## config.mk

```make
export PLATFORM = sky130hd
export DESIGN_NAME = add8_shared_sched
export DESIGN_NICKNAME = d
export VERILOG_FILES = /design/src/rtl/add8_shared_sched.sv
export SDC_FILE = /design/constraint.sdc
export NUM_CORES = 1
export LEC_CHECK = 0
export ABC_AREA = 1
export CAP_MARGIN = 15
export CORE_UTILIZATION = 43
export CTS_CLUSTER_SIZE = 16
export DETAILED_ROUTE_END_ITERATION = 10
export MAX_ROUTING_LAYER = met4
export PLACE_DENSITY = 0.7
export SYNTH_ARGS = -nofsm -noshare
export SYNTH_HDL_FRONTEND = slang
export SYNTH_SLANG_ARGS = --single-unit
```

## constraint.sdc

```tcl
create_clock -name CLK -period 3.1 [get_ports CLK]
set_clock_uncertainty 0.05 [all_clocks]
set_input_delay 0.62 -clock CLK [delete_from_list [all_inputs] [get_ports CLK]]
set_output_delay 0.62 -clock CLK [all_outputs]
set_load 0.01 [all_outputs]
```

## src/rtl/add8_shared_sched.sv

```systemverilog
// Two-requester arithmetic scheduler: a round-robin arbiter feeds one shared
// WIDTH-bit adder, sequenced through IDLE/PASS1/PASS2/HOLD with a held result.
module add8_shared_sched #(
  parameter int unsigned WIDTH = 8
) (
  input  logic             CLK,
  input  logic             ASYNCRESET,
  input  logic             req0_valid,
  output logic             req0_ready,
  input  logic [1:0]       req0_op,
  input  logic [WIDTH-1:0] req0_z,
  input  logic [WIDTH-1:0] req0_x,
  input  logic             req1_valid,
  output logic             req1_ready,
  input  logic [1:0]       req1_op,
  input  logic [WIDTH-1:0] req1_z,
  input  logic [WIDTH-1:0] req1_x,
  output logic             out_valid,
  input  logic             out_ready,
  output logic [WIDTH-1:0] out_a,
  output logic             out_id
);

  typedef enum logic [1:0] {
    IDLE  = 2'd0,
    PASS1 = 2'd1,
    PASS2 = 2'd2,
    HOLD  = 2'd3
  } state_t;

  typedef enum logic [1:0] {
    OP_ADD  = 2'b00,
    OP_SUB  = 2'b01,
    OP_TWO  = 2'b10,
    OP_ADDC = 2'b11
  } op_t;

  state_t           r_state;
  op_t              r_op;
  logic [WIDTH-1:0] r_z;
  logic [WIDTH-1:0] r_x;
  logic [WIDTH-1:0] r_acc;
  logic             r_id;
  logic             r_last_grant;

  logic             w_idle;
  logic             w_grant;
  logic             w_accept;
  logic [1:0]       w_in_op;
  logic [WIDTH-1:0] w_in_z;
  logic [WIDTH-1:0] w_in_x;
  logic [WIDTH-1:0] w_add_a;
  logic [WIDTH-1:0] w_add_b;
  logic             w_cin;
  logic [WIDTH-1:0] w_sum;

  // Ties go to the requester that did not win last; a lone requester always wins.
  always_comb begin
    w_grant = 1'b0;
    if (req0_valid && req1_valid)
      w_grant = ~r_last_grant;
    else if (req1_valid)
      w_grant = 1'b1;
  end

  always_comb begin
    w_idle     = (r_state == IDLE) && !ASYNCRESET;
    req0_ready = w_idle && req0_valid && !w_grant;
    req1_ready = w_idle && req1_valid &&  w_grant;
    w_accept   = req0_ready || req1_ready;
    w_in_op    = w_grant ? req1_op : req0_op;
    w_in_z     = w_grant ? req1_z  : req0_z;
    w_in_x     = w_grant ? req1_x  : req0_x;
  end

  // Operand steering for the single shared adder; PASS2 subtracts z from pass 1.
  always_comb begin
    w_add_a = r_z;
    w_add_b = r_x;
    w_cin   = 1'b0;
    if (r_state == PASS2) begin
      w_add_a = r_acc;
      w_add_b = ~r_z;
      w_cin   = 1'b1;
    end else begin
      case (r_op)
        OP_SUB: begin
          w_add_b = ~r_x;
          w_cin   = 1'b1;
        end
        OP_ADDC: w_cin = 1'b1;
        default: ;
      endcase
    end
  end

  always_comb begin
    w_sum = w_add_a + w_add_b + WIDTH'(w_cin);
  end

  always_ff @(posedge CLK or posedge ASYNCRESET) begin
    if (ASYNCRESET) begin
      r_state      <= IDLE;
      r_op         <= OP_ADD;
      r_z          <= '0;
      r_x          <= '0;
      r_acc        <= '0;
      r_id         <= 1'b0;
      r_last_grant <= 1'b1;
      out_valid    <= 1'b0;
      out_a        <= '0;
      out_id       <= 1'b0;
    end else begin
      case (r_state)
        IDLE: begin
          if (w_accept) begin
            r_op         <= op_t'(w_in_op);
            r_z          <= w_in_z;
            r_x          <= w_in_x;
            r_id         <= w_grant;
            r_last_grant <= w_grant;
            r_state      <= PASS1;
          end
        end
        PASS1: begin
          if (r_op == OP_TWO) begin
            r_acc   <= w_sum;
            r_state <= PASS2;
          end else begin
            out_a     <= w_sum;
            out_id    <= r_id;
            out_valid <= 1'b1;
            r_state   <= HOLD;
          end
        end
        PASS2: begin
          out_a     <= w_sum;
          out_id    <= r_id;
          out_valid <= 1'b1;
          r_state   <= HOLD;
        end
        HOLD: begin
          if (out_ready) begin
            out_valid <= 1'b0;
            r_state   <= IDLE;
          end
        end
        default: r_state <= IDLE;
      endcase
    end
  end

endmodule

```

==> impl_metrics.env, run 1 <==
export IMPL_antenna_found_initial=0
export IMPL_period_needed_ns=2.79
export IMPL_synth_ff_type="dfrtp_1"
export IMPL_rows=26
export IMPL_fill_cells=509
export IMPL_cts_tree="built"
export IMPL_grt_first_pass_wirelength_mm=8.66
export IMPL_syn2layout_area_growth_pct=28.0
export IMPL_drc=0
export IMPL_ys_async_sr_fraction_pct=100
export IMPL_nNetsFinal=425
export IMPL_cp_arrival_ns=2.12
export IMPL_postCtsSetupBuffers=0
export IMPL_ys_warn_count=0
export IMPL_period_share_pct=90.0
export IMPL_first_pass_iters=4
export IMPL_cellLeakagePower_nw=1.47
export IMPL_start_util_pct=46.0
export IMPL_synth_cell_types=31
export IMPL_htreeDepth=2
export IMPL_drv_slew=0
export IMPL_ys_seq_elements=40
export IMPL_antenna_left=0
export IMPL_endpoint_kind="output pin"
export IMPL_coreArea_sq_mm=0.00524
export IMPL_status="finished clean"
export IMPL_synth_area_leaders="dfrtp_1 41%, nand2_1 17%, ha_1 5.2%, inv_1 5.1%, a31oi_1 4.7%"
export IMPL_clkLatencyLatePin_ns=0.29
export IMPL_rsz0062_at_grt="no"
export IMPL_clock_sinks=40
export IMPL_drt_vias_per_instance=4.69
export IMPL_die_h_um=76.8
export IMPL_wl_per_cell_um=10.8
export IMPL_ys_seq_area_share_pct=41.6
export IMPL_startpoint_type="input pin"
export IMPL_synth_edff_count=0
export IMPL_hold_violations=0
export IMPL_ctsHoldBuffers=0
export IMPL_gp_congestion=0.870
export IMPL_cts_buffer_depth=2
export IMPL_grt_max_degree=41
export IMPL_tns_ns=0
export IMPL_yosys_area_top_type_share_pct=40.5
export IMPL_r2r_setup_slack_ns=0.54
export IMPL_avgSynthCellArea_sq_um=7.53
export IMPL_drt_iter0_drc=122
export IMPL_drive_above_1_share_pct=6.97
export IMPL_place_hpwl_mm=3.68
export IMPL_die_w_um=76.8
export IMPL_synth_most_common_cell="nand2_1"
export IMPL_crit_required_ns=2.43
export IMPL_drv_cap=0
export IMPL_grt_usage_pct=18.8
export IMPL_cp_max_fo=3
export IMPL_ys_top_cells_by_count="107 x nand2_1, 39 x dfrtp_1, 33 x inv_1, 26 x nor2_1, 21 x o21ai_0"
export IMPL_worstMarginPinSlew_ns=0.484
export IMPL_clk_pin_slew_worst_paths_ns=0.08
export IMPL_cts_root_buf="clkbuf_8"
export IMPL_worst_setup_path_type="in -> out"
export IMPL_p_per_area_mw_per_mm2=1220
export IMPL_io_buffers=52
export IMPL_multi_input_area_sq_mm=0.00121
export IMPL_synth_nets=373
export IMPL_die_area_sq_mm=0.00590
export IMPL_utilization_pct=58.9
export IMPL_netlist_instances=320
export IMPL_setup_viol=0
export IMPL_slew_headroom_pct=67.7
export IMPL_routed_wl_mm=4.78
export IMPL_hp_class="reg -> reg"
export IMPL_regArea_sq_mm=0.00100
export IMPL_cts_resized=0
export IMPL_overflow=0
export IMPL_numCtsBuffers=5
export IMPL_peakVddDrop_v=0.000430
export IMPL_antenna_cells=0
export IMPL_grt_pass1_vias=1947
export IMPL_route_vias_total=2077
export IMPL_synth_top_area_cell="dfrtp_1"
export IMPL_syn_area_sq_mm=0.00241
export IMPL_pin_count=53
export IMPL_max_freq_mhz=358
## power breakdown
part           switching [mW]  internal (mW)  total [mW]
registers               0.176          0.797       0.974
logic                    1.41           1.02        2.43
clock network           0.176          0.178       0.353
## cell families after synthesis
group / share of synthesized area [%]
AND/OR/NAND/NOR: 28.1
AO/OA/AOI/OAI: 11.4
buffers and inverters: 8.36
flip-flops: 41.6
adder cells (fa/ha/maj): 6.86
XOR/XNOR: 3.27
multiplexers: 0.416
## metrics by stage
stage                     power (mW)  hold slack [ns]  std cells  cell area, sq um  worst slack, ns
final                           3.76            0.432        443              3080            0.310
after global routing            4.24            0.476        443              3080            0.224
after CTS                       3.78            0.429        443              3080            0.285
after detailed placement        3.42            0.417        435              2990            0.290
after global placement          3.37            0.406        435              2990            0.363
after floorplan                 2.84            0.392        320              2410            0.343
## worst paths after layout
kind | from | endpoint | cells past startpoint
worst max-delay path | req0_valid | req0_ready | 6
worst min-delay path | r_last_grant | r_last_grant | 2
worst max register to register | r_state[0] | out_a[6] | 11
worst min register to register | r_last_grant | r_last_grant | 2
max in group asynchronous | ASYNCRESET | r_last_grant | 3
min in group asynchronous | ASYNCRESET | out_id | 3
## layout by cell type (no fill, tap or decap), types with 3 or more instances in the layout
| cell | synthesis | final |
|---|---|---|
| or2_2 | 3 | 3 |
| xnor2_1 | 3 | 3 |
| xor2_1 | 6 | 6 |
| clkbuf_8 | 0 | 6 |
| ha_1 | 10 | 10 |
| a21oi_1 | 5 | 5 |
| nand3_1 | 15 | 15 |
| nor2_1 | 26 | 25 |
| o21ai_1 | 3 | 3 |
| nand2_1 | 107 | 107 |
| dfrtp_1 | 39 | 39 |
| clkdlybuf4s50_1 | 0 | 52 |
| o21ai_0 | 21 | 21 |
| buf_4 | 4 | 5 |
| inv_1 | 33 | 33 |
| a31oi_1 | 18 | 18 |
## state kept, by name, summed over array words and instances, names as in the netlist
signal,cells
r_z,8
out_valid,1
out_id,1
r_acc,8
r_last_grant,1
r_state,2
r_op,2
r_id,1
out_a,8
r_x,8
## critical path, stage by stage
cell and delay [ns]:
clkdlybuf4s50_1 0.49, nand2_1 0.06, nand2_1 0.10, clkinv_1 0.09
nor3b_1 0.20, clkdlybuf4s50_1 0.56
## metal layers
layer	vias up	GRT usage [%]	wire (um)
met4	0	6.92	58
met5	-	-	0
met3	4	3.57	169
met1	899	26.2	2590
li1	1122	-	-
met2	52	26.9	1960
## layout make-up
class,instances,area share (%)
Timing Repair Buffer,57,18.1
Clock inverter,2,0.325
Multi-Input combinational cell,232,39.2
Inverter,36,4.38
Clock buffer,6,2.68
Tap cell,70,2.84
Sequential cell,40,32.5
(Power assumes the default switching activity.)
==> inputs of run 2 (changes only) <==
Clock period 3.1 ns to 2.6 ns, I/O delays scaled along.
==> run 2 against run 1 <==
  * Total power grew 21%
  * Final area grew 0.93%
  * Register-to-register slack lost 0.38 ns
  * First-iteration DRC count grew 9.0%
  * Global-route usage grew 0.44 points
  * Sequential cell count is the same
  * Utilization grew 0.55 points
  * Routed wire length grew 3.9%
  * Critical path type is now reg -> out
  * Critical endpoint is now req1_ready
  * Highest routed layer unchanged
==> impl_metrics.env, run 2 (same netlist as run 1, synthesis figures left out) <==
export IMPL_drv_slew=0
export IMPL_worstMarginPinSlew_ns=0.482
export IMPL_p_per_area_mw_per_mm2=1460
export IMPL_grt_usage_pct=19.2
export IMPL_rsz0062_at_grt="yes"
export IMPL_antenna_found_initial=0
export IMPL_rows=26
export IMPL_cp_arrival_ns=1.95
export IMPL_clock_sinks=40
export IMPL_gp_congestion=0.905
export IMPL_io_buffers=52
export IMPL_grt_first_pass_wirelength_mm=8.76
export IMPL_dp_cells=439
export IMPL_die_area_sq_mm=0.00590
export IMPL_setup_viol=0
export IMPL_worst_setup_path_type="reg -> out"
export IMPL_antenna_left=0
export IMPL_drc=0
export IMPL_cp_max_fo=4
export IMPL_pin_count=53
export IMPL_wl_per_cell_um=11.1
export IMPL_die_w_um=76.8
export IMPL_total_power_mw=4.54
export IMPL_period_needed_ns=2.52
export IMPL_cts_root_buf="clkbuf_8"
export IMPL_start_util_pct=46.0
export IMPL_overflow=0
export IMPL_status="finished clean"
export IMPL_drv_cap=0
export IMPL_grt_pass1_vias=1985
export IMPL_startpoint_type="flip-flop"
export IMPL_coreArea_sq_mm=0.00524
export IMPL_crit_required_ns=2.03
export IMPL_layout_common_cells="107 x nand2_1, 51 x clkdlybuf4s50_1, 39 x dfrtp_1"
export IMPL_cts_buffer_depth=2
export IMPL_period_share_pct=97.0
export IMPL_drt_iter0_drc=133
export IMPL_nNetsFinal=429
export IMPL_place_hpwl_mm=3.87
export IMPL_ctsHoldBuffers=0
export IMPL_htreeDepth=2
export IMPL_numCtsBuffers=5
export IMPL_slew_headroom_pct=67.8
export IMPL_cellLeakagePower_nw=1.49
export IMPL_route_vias_total=2108
export IMPL_finalNonFillerCells=447
export IMPL_clk_pin_slew_worst_paths_ns=0.07
export IMPL_drt_vias_per_instance=4.72
export IMPL_antenna_cells=0
export IMPL_cts_tree="built"
export IMPL_final_common_cell="nand2_1"
export IMPL_syn2layout_area_growth_pct=29.2
export IMPL_max_freq_mhz=396
export IMPL_drive_above_1_share_pct=7.69
export IMPL_routed_wl_mm=4.97
export IMPL_peakVddDrop_v=0.000541
export IMPL_clkLatencyLatePin_ns=0.29
export IMPL_grt_max_degree=41
export IMPL_hp_class="reg -> reg"
export IMPL_hold_violations=0
export IMPL_first_pass_iters=4
export IMPL_endpoint_kind="output pin"
export IMPL_die_h_um=76.8
run 2: cell count changes in the layout (fill, tap and decap cells not counted):
cell / change
dlygate4sd2_1: +1
buf_4: +4
clkbuf_1: +2
ha_2: +1
clkinv_2: -2
clkdlybuf4s50_1: -1
ha_1: -1
run 2: final cells by class:
class                           count  area, sq um
Clock buffer                        8         90.1
Fill cell                         499         2130
Sequential cell                    40         1000
Timing Repair Buffer               61          587
Tap cell                           70         87.6
Inverter                           36          135
Multi-Input combinational cell    232         1210
run 2: final timing paths:
check / startpoint / to / slack, ns / depth (start not counted)
worst min-delay path: out_a[5] / out_a[5] / 0.43 / 2
worst min register to register: out_a[5] / out_a[5] / 0.43 / 2
max in group asynchronous: ASYNCRESET / r_last_grant / 1.51 / 3
worst max register to register: r_state[0] / out_a[6] / 0.16 / 11
worst max-delay path: r_state[1] / req1_ready / 0.08 / 5
min in group asynchronous: ASYNCRESET / out_valid / 0.65 / 3
run 2: repair_timing:
action | CTS | global route
setup buffers | 0 | 0
endpoints found under the hold margin | 0 | 0
setup endpoints to repair | 1 | 10
gates resized for setup | 1 | 1
run 2: per-stage QoR:
stage                     util, %  worst slack (ns)  instance area, sq um  TNS (ns)  hold slack [ns]
after floorplan                 -            0.0268                  2410         0            0.392
after global placement       57.7            0.0644                  3020         0            0.403
after detailed placement     57.7            0.0186                  3020         0            0.416
after CTS                    59.4            0.0771                  3110         0            0.434
after global routing         59.4           -0.0106                  3110   -0.0197            0.454
final                        59.4            0.0769                  3110         0            0.431
run 2: where the power goes:
group	total, mW	switching (mW)	internal (mW)
registers	1.14	0.188	0.951
logic	2.98	1.72	1.26
clock network	0.422	0.206	0.216
total	4.54	2.12	2.43
run 2: critical path, cell delays in order, from the launching register on:
cell and delay [ns]:
dfrtp_1 0.42, inv_1 0.11, ha_1 0.22, nand2_1 0.14, nor2_1 0.19, clkdlybuf4s50_1 0.58
run 2: per-layer routing:
layer	vias up	wire length (um)	share of wire [%]	track usage (%)
met5	-	0	0	-
met4	0	78	1.6	7.69
met3	7	199	4.0	3.57
met2	57	2240	45	30.1
met1	915	2450	49	24.5
li1	1129	-	-	-
